File: src/rtl/immediate_expander.sv
// ARMv7 immediate expansion unit: decodes DP rotated immediates, load/store,
// halfword, branch and SWI offsets behind a valid/ready handshake with an iterative rotator.
module immediate_expander #(
  parameter int DATA_W   = 32,
  parameter int ROT_STEP = 2
) (
  input  logic              i_Clk,
  input  logic              i_Reset,
  input  logic              i_Valid,
  output logic              o_Ready,
  input  logic [23:0]       i_Immediate_24,
  input  logic [2:0]        i_Immediate_Src,
  input  logic              i_Carry,
  output logic              o_Valid,
  input  logic              i_Ready,
  output logic [DATA_W-1:0] o_Immediate,
  output logic              o_Carry,
  output logic              o_Illegal
);

  typedef enum logic [1:0] {
    ST_IDLE = 2'd0,
    ST_ROT  = 2'd1,
    ST_HOLD = 2'd2
  } state_t;

  localparam logic [2:0] MODE_DP  = 3'b000;
  localparam logic [2:0] MODE_LS  = 3'b001;
  localparam logic [2:0] MODE_BR  = 3'b010;
  localparam logic [2:0] MODE_HW  = 3'b011;
  localparam logic [2:0] MODE_SWI = 3'b100;
  localparam logic [5:0] STEP     = 6'(ROT_STEP);

  function automatic logic [31:0] ror32(input logic [31:0] x, input logic [4:0] amt);
    logic [63:0] both;
    both = {x, x} >> amt;
    return both[31:0];
  endfunction

  // Expansion for every request that completes without using the rotator.
  function automatic logic [DATA_W-1:0] expand(input logic [2:0] mode, input logic [23:0] imm);
    logic [DATA_W-1:0] res;
    case (mode)
      MODE_DP:  res = DATA_W'(imm[7:0]);
      MODE_LS:  res = DATA_W'(imm[11:0]);
      MODE_BR:  res = {{(DATA_W-26){imm[23]}}, imm, 2'b00};
      MODE_HW:  res = DATA_W'({imm[11:8], imm[3:0]});
      MODE_SWI: res = DATA_W'(imm);
      default:  res = '0;
    endcase
    return res;
  endfunction

  state_t            state_q, state_d;
  logic [31:0]       work_q, work_d;
  logic [4:0]        rem_q, rem_d;
  logic              cin_q, cin_d;
  logic              valid_q, valid_d;
  logic [DATA_W-1:0] imm_q, imm_d;
  logic              carry_q, carry_d;
  logic              illegal_q, illegal_d;

  logic              ready_s;
  logic              accept_s;
  logic              consume_s;
  logic [4:0]        req_rot_s;
  logic              req_rotates_s;
  logic [4:0]        step_s;
  logic [4:0]        rem_next_s;
  logic [31:0]       rotated_s;

  // Only i_Ready reaches o_Ready combinationally, and only while a result is held.
  always_comb begin
    case (state_q)
      ST_IDLE: ready_s = 1'b1;
      ST_HOLD: ready_s = i_Ready;
      default: ready_s = 1'b0;
    endcase
  end

  assign accept_s      = i_Valid & ready_s;
  assign consume_s     = valid_q & i_Ready;
  assign req_rot_s     = {i_Immediate_24[11:8], 1'b0};
  assign req_rotates_s = (i_Immediate_Src == MODE_DP) && (req_rot_s != 5'd0);

  // Rotate by at most one step per cycle, never overshooting the remaining amount.
  always_comb begin
    if ({1'b0, rem_q} > STEP) begin
      step_s = STEP[4:0];
    end else begin
      step_s = rem_q;
    end
    rem_next_s = rem_q - step_s;
    rotated_s  = ror32(work_q, step_s);
  end

  // Next-state: progress the current request, then let a new accept override it.
  always_comb begin
    state_d   = state_q;
    work_d    = work_q;
    rem_d     = rem_q;
    cin_d     = cin_q;
    valid_d   = valid_q;
    imm_d     = imm_q;
    carry_d   = carry_q;
    illegal_d = illegal_q;

    case (state_q)
      ST_IDLE: begin
        valid_d = 1'b0;
      end
      ST_ROT: begin
        work_d = rotated_s;
        rem_d  = rem_next_s;
        if (rem_next_s == 5'd0) begin
          state_d   = ST_HOLD;
          valid_d   = 1'b1;
          imm_d     = DATA_W'(rotated_s);
          carry_d   = rotated_s[31];
          illegal_d = 1'b0;
        end else begin
          state_d = ST_ROT;
        end
      end
      ST_HOLD: begin
        if (consume_s) begin
          state_d = ST_IDLE;
          valid_d = 1'b0;
        end else begin
          state_d = ST_HOLD;
        end
      end
      default: begin
        state_d = ST_IDLE;
        valid_d = 1'b0;
      end
    endcase

    if (accept_s) begin
      cin_d = i_Carry;
      if (req_rotates_s) begin
        state_d = ST_ROT;
        valid_d = 1'b0;
        work_d  = {24'd0, i_Immediate_24[7:0]};
        rem_d   = req_rot_s;
      end else begin
        state_d   = ST_HOLD;
        valid_d   = 1'b1;
        imm_d     = expand(i_Immediate_Src, i_Immediate_24);
        carry_d   = i_Carry;
        illegal_d = (i_Immediate_Src > MODE_SWI);
      end
    end else begin
      cin_d = cin_q;
    end
  end

  // State and output registers with synchronous reset.
  always_ff @(posedge i_Clk) begin
    if (i_Reset) begin
      state_q   <= ST_IDLE;
      work_q    <= 32'd0;
      rem_q     <= 5'd0;
      cin_q     <= 1'b0;
      valid_q   <= 1'b0;
      imm_q     <= '0;
      carry_q   <= 1'b0;
      illegal_q <= 1'b0;
    end else begin
      state_q   <= state_d;
      work_q    <= work_d;
      rem_q     <= rem_d;
      cin_q     <= cin_d;
      valid_q   <= valid_d;
      imm_q     <= imm_d;
      carry_q   <= carry_d;
      illegal_q <= illegal_d;
    end
  end

  assign o_Ready     = ready_s;
  assign o_Valid     = valid_q;
  assign o_Immediate = imm_q;
  assign o_Carry     = carry_q;
  assign o_Illegal   = illegal_q;

endmodule

File: config.mk
export PLATFORM = sky130hd
export DESIGN_NAME = immediate_expander
export DESIGN_NICKNAME = d
export VERILOG_FILES = /design/src/rtl/immediate_expander.sv
export SDC_FILE = /design/constraint.sdc
export NUM_CORES = 1
export LEC_CHECK = 0
export BUFFER_PORTS_ARGS = -buffer_cell sky130_fd_sc_hd__buf_2
export CORE_MARGIN = 2
export CORE_UTILIZATION = 59
export CTS_BUF_LIST = sky130_fd_sc_hd__clkbuf_16
export DETAILED_ROUTE_END_ITERATION = 10
export PLACE_DENSITY_LB_ADDON = 0.12
export SLEW_MARGIN = 10
export SYNTH_ARGS = -nofsm -noshare
export SYNTH_HDL_FRONTEND = slang
export SYNTH_SLANG_ARGS = --single-unit
export TNS_END_PERCENT = 30
File: constraint.sdc
create_clock -name i_Clk -period 4.3 [get_ports i_Clk]
set_input_delay 0.43 -clock i_Clk [delete_from_list [all_inputs] [get_ports i_Clk]]
set_output_delay 0.43 -clock i_Clk [all_outputs]
set_load 0.01 [all_outputs]
==> run_results.csv <==
group,metric,value,unit
timing,setup_viol,0,
layout,fin_cells,620,
global_route,grt_overflow_total,0,
cts,cts_max_path_buffers,2,
timing,drv_slew,0,
detailed_routing,wl,9.89,mm
cts,clock-sinks,74,
layout,fillers,536,
setup_path,cp-start-kind,"flip-flop",
timing,slew_headroom,21.6,%
cts,cts_tree,"built",
logic_synthesis,netlist_instances,476,
layout,drive_gt1_share,17.7,%
worst_hold_path,hold_end,"o_Immediate[24]",
cts,hold_buffers,0,
setup_path,reg2reg_slack,1440,ps
global_route,grt_use_total,26.6,%
layout,final_cell_mix,"102 x mux2i_1, 80 x nor2_1, 73 x dfxtp_1",
die,die_w,87.8,µm
timing,fmax,350,MHz
cts,post_cts_resized,0,
setup_path,end_kind,"flip-flop",
timing,fin_crit,2860,ps
die,core_area,0.00679,mm²
pwr,ir_drop,266,µV
detailed_routing,ant_nets,0,
setup_path,rr_worst_depth,8,
global_route,grt_start_max_net_pins,66,
die,rows,30,
timing,skew,6.59,ps
place,port_buffers,67,
layout,final_common_cell,"mux2i_1",
logic_synthesis,ys_ff_latch,74,
global_route,grt_pass1_wl,16.2,mm
logic_synthesis,synth_area,0.00414,mm²
timing,tns,0,ps
logic_synthesis,synth_edf_count,0,
detailed_routing,wl_per_cell,16.0,µm
cts,cts_buffers,9,
pwr,total_power,1.82,mW
logic_synthesis,synth_nets,512,
setup_path,r2r-start,"rem_q[2]",
layout,diodes,0,
logic_synthesis,avgSynthCellArea,8.71,µm²
worst_hold_path,min_delay_path_depth,3,
cts,cts-htree-levels,3,
cts,clkLatencyLatePin,330,ps
layout,area.growth.synth_to_final,14.9,%
logic_synthesis,synthArstFlopShare,0,%
detailed_routing,routed-wl-met3,416,µm
setup_path,crit_path_max_fanout,36,
place,place_inst,604,
detailed_routing,viasPerCell,5.79,
place,hpwl,6.44,mm
timing,grt_setup_unrepaired,"false",
cts,cts_root_buffer,"clkbuf_16",
timing,layout_setup_ws,1440,ps
die,ioPinCount,68,
place,gp_congestion,0.878,
pwr,total_leakage_power,1.72,nW
setup_path,required,4480,ps
detailed_routing,dr.pass1.iters,5,
flow_run,drv_cap,0,
cts,postCtsSetupRepairBufs,0,
detailed_routing,m1WireLength,4.71,mm
detailed_routing,met2_length,4.60,mm
timing,tightest_slew,1180,ps
layout,fin_util,70.1,%
timing,fin_crit_sh,66.4,%
logic_synthesis,ys_seq_area_share,35.7,%
setup_path,path_class,"flip-flop to flip-flop",
timing,hold_viol,0,
die,die_height,87.8,µm
layout,layout.nets,555,
global_route,grt_pass1_vias,3345,
pwr,powerDensity,382,mW/mm²
worst_hold_path,min_path_type,"input pin to flip-flop",
worst_hold_path,hp-start,"i_Immediate_24[22]",
place,dp_slack,1440,ps
cts,clk_pin_slew,60,ps
outcome,outcome,"finished, final reports clean",
setup_path,reg2reg_to,"o_Immediate[22]",
detailed_routing,drtIter0Drc,180,
detailed_routing,drcViolationCount,0,
logic_synthesis,synth_ff_type,"dfxtp_1",
setup_path,critical_path_arrival,3040,ps
logic_synthesis,ys_types,39,
detailed_routing,via_count,3591,
die,initial_core_util,61.0,%
detailed_routing,top_layer_used,"met4",
logic_synthesis,yosys_warnings,0,
global_route,grt_antenna_before_repair,0,
die,dieArea,0.00771,mm²
[cell type report]
type                       instances  area (µm²)  area share (%)
tap                               96         120            2.52
sequential                        74        1480            31.1
inverter                           2        7.51           0.158
clock buffer                       9         225            4.73
multi-input combinational        361        2470            51.8
clock inverter                     7        92.6            1.94
timing repair buffer              71         365            7.67
[flip-flops by register name, indices dropped and copies added, names as in the netlist]
| register | count |
|---|---|
| work_q | 32 |
| state_q | 2 |
| o_Carry | 1 |
| o_Immediate | 32 |
| rem_q | 5 |
| o_Illegal | 1 |
| o_Valid | 1 |
[per-layer routing]
metal  track usage (%)  vias up
li1                  -     1808
met1              37.2     1682
met2              42.2       89
met3              4.15       12
met4              8.67        0
met5                 0        -
[through the flow]
step                instance area (µm²)  hold WS (ps)
floorplan                          4140           486
global placement                   4440           469
detailed placement                 4440           483
CTS                                4760           364
global route                       4760           389
finish                             4760           367
[report_power, final]
part,internal [mW],leakage [nW],switching [mW]
logic,0.108,0.969,0.181
registers,0.712,0.601,0.0193
clock network,0.507,0.153,0.294
[worst max path at each step]
stage | start | slack [ps] | cells after the start | endpoint
finish | rem_q[2] | 1440 | 8 | o_Immediate[22]
global route | rem_q[2] | 1260 | 8 | o_Immediate[4]
CTS | rem_q[2] | 1460 | 8 | o_Immediate[8]
detailed placement | rem_q[2] | 1440 | 8 | o_Immediate[23]
global placement | rem_q[2] | 1580 | 8 | o_Immediate[12]
floorplan | rem_q[2] | 1930 | 11 | o_Immediate[14]
[logic make-up (layout without fill, tap and decap cells)]
kind of cell | Yosys count | count (layout) | share of synthesized area [%]
adder cells (fa/ha/maj) | 4 | 4 | 1.21
AO/OA/AOI/OAI | 118 | 118 | 18.3
AND/OR/NAND/NOR | 132 | 132 | 14.3
multiplexers | 102 | 102 | 24.6
buffers and inverters | 41 | 89 | 4.89
other | 1 | 1 | 0.0905
XOR/XNOR | 4 | 4 | 0.845
flip-flops | 74 | 74 | 35.7
[Yosys cell counts, types with 4 or more instances]
library cell	count	area, µm²
a221oi_1	4	35.0
o21ai_0	24	120
dfxtp_1	74	1480
xnor2_1	4	35.0
nand2b_1	5	31.3
nand2_1	18	67.6
nor2b_1	7	43.8
mux2i_1	102	1020
buf_1	7	26.3
nand3_1	6	30.0
clkbuf_1	27	101
a22o_1	12	105
a21oi_1	35	175
ha_1	4	50.1
nor2_1	80	300
a211oi_1	32	240
[critical path: stages (launching register included)]
cell,delay (ps)
dfxtp_1,510
nor3_1,80
or2_2,280
ha_1,220
or4b_1,460
o21ai_1,110
and3_4,660
mux2i_1,270
o21ai_0,90
Note: power is estimated with default switching activity, not from simulation.
